==> src/rtl/queue_read_arbiter_pkg.sv <==
// Shared types and default sizing for the queue read arbiter and its picker.
package queue_read_arbiter_pkg;

   typedef enum logic {
      IDLE  = 1'b0,
      GRANT = 1'b1
   } state_t;

   localparam int NQ_DEF        = 4;
   localparam int WIDTH_DEF     = 32;
   localparam int BURST_LEN_DEF = 8;

endpackage

==> src/rtl/queue_read_arbiter_rr_pick.sv <==
// Combinational round-robin picker: first requester at or after last+1, wrapping at NQ.
module rr_pick
   import queue_read_arbiter_pkg::*;
#(
   parameter int NQ = NQ_DEF
) (
   input  logic [NQ-1:0]         req,
   input  logic [$clog2(NQ)-1:0] last,
   output logic                  any,
   output logic [$clog2(NQ)-1:0] idx
);

   localparam int IW = $clog2(NQ);

   always_comb begin
      int j;
      logic [IW-1:0] jj;
      any = |req;
      idx = '0;
      j   = 0;
      jj  = '0;
      // Walk from farthest to nearest so the closest requester after last wins.
      for (int k = NQ; k >= 1; k--) begin
         j = int'(last) + k;
         if (j >= NQ) j = j - NQ;
         jj = j[IW-1:0];
         if (req[jj]) idx = jj;
      end
   end

endmodule

==> src/rtl/queue_read_arbiter.sv <==
// Round-robin burst reader draining NQ FIFOs into one registered valid/ready stream.
// Define QUEUE_READ_ARBITER_BURST_EN to hold a grant for up to BURST_LEN words.
module queue_read_arbiter
   import queue_read_arbiter_pkg::*;
#(
   parameter int NQ        = NQ_DEF,
   parameter int WIDTH     = WIDTH_DEF,
   parameter int BURST_LEN = BURST_LEN_DEF
) (
   input  logic                  clk,
   input  logic                  rst_n,
   input  logic [NQ-1:0]         q_empty,
   input  logic [NQ*WIDTH-1:0]   q_dout,
   output logic [NQ-1:0]         q_rd_en,
   output logic                  out_valid,
   input  logic                  out_ready,
   output logic [WIDTH-1:0]      out_data,
   output logic [$clog2(NQ)-1:0] out_src
);

   localparam int IW = $clog2(NQ);

   state_t        state, state_nxt;
   logic [IW-1:0] g, g_nxt;
   logic [IW-1:0] last, last_nxt;
   logic [IW-1:0] pick_idx;
   logic [NQ-1:0] req;
   logic          pick_any;
   logic          acc;
   logic          pop;
   logic          burst_done;
   logic [WIDTH-1:0] head;

   assign req = ~q_empty;

   rr_pick #(.NQ(NQ)) u_pick (
      .req  (req),
      .last (last),
      .any  (pick_any),
      .idx  (pick_idx)
   );

   assign acc = ~out_valid | out_ready;
   // rst_n gating keeps the strobe low during reset even though state is combinationally valid.
   assign pop = rst_n && (state == GRANT) && acc && !q_empty[g];

   always_comb begin
      head = '0;
      for (int i = 0; i < NQ; i++) begin
         if (g == IW'(i)) head = q_dout[i*WIDTH +: WIDTH];
      end
   end

`ifdef QUEUE_READ_ARBITER_BURST_EN
   localparam int CW = $clog2(BURST_LEN + 1);

   logic [CW-1:0] cnt;
   logic [CW-1:0] cnt_inc;

   assign cnt_inc    = cnt + CW'(1);
   assign burst_done = pop && (cnt_inc == CW'(BURST_LEN));

   always_ff @(posedge clk) begin
      if (!rst_n) begin
         cnt <= '0;
      end else if (state == IDLE && pick_any) begin
         cnt <= '0;
      end else if (pop) begin
         cnt <= cnt_inc;
      end
   end
`else
   // Grants last one word: the effective burst is min(BURST_LEN, 1).
   localparam int BURST_EFF = (BURST_LEN < 1) ? BURST_LEN : 1;

   assign burst_done = pop && (BURST_EFF == 1);
`endif

   always_comb begin
      state_nxt = state;
      g_nxt     = g;
      last_nxt  = last;
      q_rd_en   = '0;
      if (pop) q_rd_en[g] = 1'b1;
      case (state)
         IDLE: begin
            if (pick_any) begin
               g_nxt     = pick_idx;
               state_nxt = GRANT;
            end
         end
         GRANT: begin
            if (burst_done || (acc && q_empty[g])) begin
               last_nxt  = g;
               state_nxt = IDLE;
            end
         end
         default: state_nxt = IDLE;
      endcase
   end

   always_ff @(posedge clk) begin
      if (!rst_n) begin
         state     <= IDLE;
         g         <= '0;
         last      <= IW'(NQ - 1);
         out_valid <= 1'b0;
         out_data  <= '0;
         out_src   <= '0;
      end else begin
         state <= state_nxt;
         g     <= g_nxt;
         last  <= last_nxt;
         if (pop) begin
            out_valid <= 1'b1;
            out_data  <= head;
            out_src   <= g;
         end else if (out_ready) begin
            out_valid <= 1'b0;
         end
      end
   end

endmodule

==> config.mk <==
export PLATFORM = sky130hd
export DESIGN_NAME = queue_read_arbiter
export DESIGN_NICKNAME = d
export VERILOG_FILES = /design/src/rtl/queue_read_arbiter_pkg.sv /design/src/rtl/queue_read_arbiter_rr_pick.sv /design/src/rtl/queue_read_arbiter.sv
export SDC_FILE = /design/constraint.sdc
export NUM_CORES = 1
export LEC_CHECK = 0
export ABC_AREA = 1
export BUFFER_PORTS_ARGS = -buffer_cell sky130_fd_sc_hd__buf_2
export CORE_ASPECT_RATIO = 1.1
export CORE_MARGIN = 5
export CORE_UTILIZATION = 46
export CTS_CLUSTER_SIZE = 16
export DETAILED_ROUTE_END_ITERATION = 10
export PLACE_DENSITY_LB_ADDON = 0.05
export SETUP_SLACK_MARGIN = 0.4
export SLEW_MARGIN = 20
export SYNTH_ARGS = -nofsm -noshare
export SYNTH_HDL_FRONTEND = slang
export SYNTH_HIERARCHICAL = 1
export SYNTH_SLANG_ARGS = --single-unit
==> constraint.sdc <==
create_clock -name clk -period 3.3 [get_ports clk]
set_input_delay 0.495 -clock clk [delete_from_list [all_inputs] [get_ports clk]]
set_output_delay 0.495 -clock clk [all_outputs]
set_load 0.02 [all_outputs]
==> flow_metrics.tcl <==
set metrics [dict create \
    status "completed" \
    core_sq_mm 0.00547 \
    cts_tree "built" \
    io_pins 174 \
    leakage_nw 2.08 \
    dp_hpwl_mm 6.54 \
    intPower_mw 0.978 \
    synthTopCellsByCount "nand2_1 (229), dfxtp_1 (40), nor2_1 (36)" \
    grt_pass1_vias 3056 \
    yosys.area.top_type_share_pct 32.9 \
    path_cells "inv_1 -> nand2_1 -> nand2_1 -> nand2_1 -> nand3_2 -> nor3_1 -> buf_2" \
    whs_path_depth 2 \
    diodes 0 \
    cts_hold_buf 0 \
    skew_ns 0.00617 \
    finalCritPeriodShare_pct 80.9 \
    finalHoldViolCount 0 \
    synth_area_sq_mm 0.00262 \
    fin_tns_setup_ns 0 \
    clock_latency_ns 0.29 \
    slew_headroom_pct 56.6 \
    swShare_pct 37.0 \
    wl_per_cell_um 11.9 \
    ys_ff_latch 40 \
    cp_max_fo 27 \
    pwr-share-seq_pct 36.8 \
    drive_gt1_share_pct 33.4 \
    drc_errors 0 \
    grt_pass1_wl_mm 12.9 \
    synthArstFlopShare_pct 0 \
    cap_violations 0 \
    die_w_um 81.9 \
    ant_nets 0 \
    placedInstanceArea_sq_mm 0.00348 \
    post-route-cell-area_sq_mm 0.00359 \
    final_net_count 753 \
    viasPerCell 4.77 \
    ys.flop_type "dfxtp_1" \
    grt_overflow_total 0 \
    cts_max_level 2 \
    cts_root_buf "clkbuf_8" \
    num_rows 28 \
    synth.avg_cell_area_sq_um 5.71 \
    syn_inst 458 \
    track_usage_pct 22.5 \
    die_area_sq_mm 0.00729 \
    ys_seq_area_share_pct 30.6 \
    holdCritPathClass "flop to flop" \
    fillers 540 \
    yosysTopAreaCell "nand2_1" \
    power.switching_mw 0.575 \
    synth.distinct_cells 24 \
    crit_top_cell "nand2_1" \
    start_util_pct 47.8 \
    final_max_slew_viol_count 0 \
    cts_sinks 40 \
    synth_fp_nets 593 \
    vias 3308 \
    ys_warn_count 6 \
    clock.fmax_ghz 0.375 \
    critPathCaptureType "output pin" \
    areaGrowthSynthToFinish_pct 37.4 \
    worst_slew_pin_slew_ns 0.650 \
    cts_made_buffers 5 \
    rsz0062_at_grt "false" \
    final_core_util_pct 65.7 \
    postCtsSetupBuffers 0 \
    timing.final.crit_period_ns 2.67 \
    path_clk_slew_ns 0.08 \
    criticalPathCategory "flop to output pin" \
    irDropWorstVdd_v 0.000264 \
    setup_viol 0 \
    cts_resized 0 \
    synth_enable_flop_cells 0 \
    slowest_stage "dfxtp_1" \
    combPwrFrac_pct 37.8 \
    critPathArrivalTime_ns 2.18 \
    portBuffers 173 \
    cellPowerDensity_mw_per_mm2 432 \
    clock_power_share_pct 25.4 \
    cts_buffer_depth 2 \
    initialDrtViolationCount 124 \
    grt_start_max_net_pins 38 \
    synth_area_leaders "nand2_1 (33%), dfxtp_1 (31%), nand4_1 (7.9%)" \
    crit_path_start_kind "flop" \
    r2r_cells 9 \
    cpPeakStageDelay_ns 0.59 \
    synth.most_common_cell "nand2_1" \
    drt-total-wl_mm 8.28 \
    die_h_um 89.1 \
    gp_congestion 0.850 \
    firstDrtPassIters 8 \
    critPathRequiredTime_ns 2.80 \
    antenna_found_initial 0 \
]
## flip-flops by register name, summed over array words and instances (netlist names)
signal     flops
out_data      32
g              2
last           2
out_src        2
out_valid      1
state          1
## metrics by stage
| stage | total power [mW] | setup slack, ns | instances | hold slack [ns] |
|---|---|---|---|---|
| 3_3_place_gp | 1.17 | 1.03 | 686 | 0.450 |
| 5_1_grt | 1.67 | 0.413 | 694 | 0.487 |
| 4_1_cts | 1.57 | 0.655 | 694 | 0.467 |
| 6_report | 1.55 | 0.630 | 694 | 0.463 |
| 2_1_floorplan | 0.979 | 1.29 | 458 | 0.463 |
| 3_5_place_dp | 1.17 | 0.983 | 686 | 0.455 |
## critical path, delay by kind of cell, from the launching register on
family | cells | cell delay (ns)
buf+inv | 2 | 0.38
flops | 1 | 0.59
simple gates | 5 | 0.92
## worst paths after layout
| kind | start | endpoint | slack [ns] |
|---|---|---|---|
| max reg2reg | g[0]$_SDFFE_PN0P_ | out_data[21]$_SDFFE_PN0P_ | 1.02 |
| min | out_data[3]$_SDFFE_PN0P_ | out_data[3]$_SDFFE_PN0P_ | 0.46 |
| min reg2reg | out_data[3]$_SDFFE_PN0P_ | out_data[3]$_SDFFE_PN0P_ | 0.46 |
| max | g[0]$_SDFFE_PN0P_ | q_rd_en[0] | 0.63 |
## layout make-up
| cell class | count | area [sq um] | area share, % |
|---|---|---|---|
| multi-input combinational | 357 | 1540 | 42.9 |
| timing repair buffer | 178 | 903 | 25.1 |
| sequential | 40 | 801 | 22.3 |
| inverter | 36 | 140 | 3.90 |
| tap | 75 | 93.8 | 2.61 |
| clock buffer | 5 | 68.8 | 1.92 |
| clock inverter | 3 | 42.5 | 1.18 |
## layer usage
layer | global-route usage [%] | wire length [um]
met5 | 0 | 0
met4 | 8.46 | 82
met3 | 6.75 | 785
met2 | 40.9 | 4130
met1 | 24.4 | 3280
## cells by family (layout without fill, tap and decap cells)
group                  count (synthesis)  in the layout  share of synthesized area [%]
buffers and inverters                 61            222                           10.4
AOI/OAI and AO/OA                     15             15                           3.45
and+or+nand+nor                      342            342                           55.6
DFF                                   40             40                           30.6
## power by group through the flow
stage               clock [mW]  sequential, mW  combinational, mW
floorplan                    0           0.617              0.363
global placement             0           0.580              0.588
global route             0.426           0.579              0.662
CTS                      0.403           0.572              0.592
finish                   0.394           0.572              0.586
detailed placement           0           0.583              0.590
## cell usage in the layout (no fill, tap or decap), drive strengths merged
master	netlist	final
clkbuf	2	5
nand4	33	33
dfxtp	40	40
nand3	31	31
inv	36	36
o21ai	8	8
buf	23	178
clkinvlp	0	1
a21oi	7	7
bufinv	0	1
nand2	237	237
nand3b	1	1
nor2	39	39
nor3	1	1
clkinv	0	1
Power figures use the tool's default switching activity.
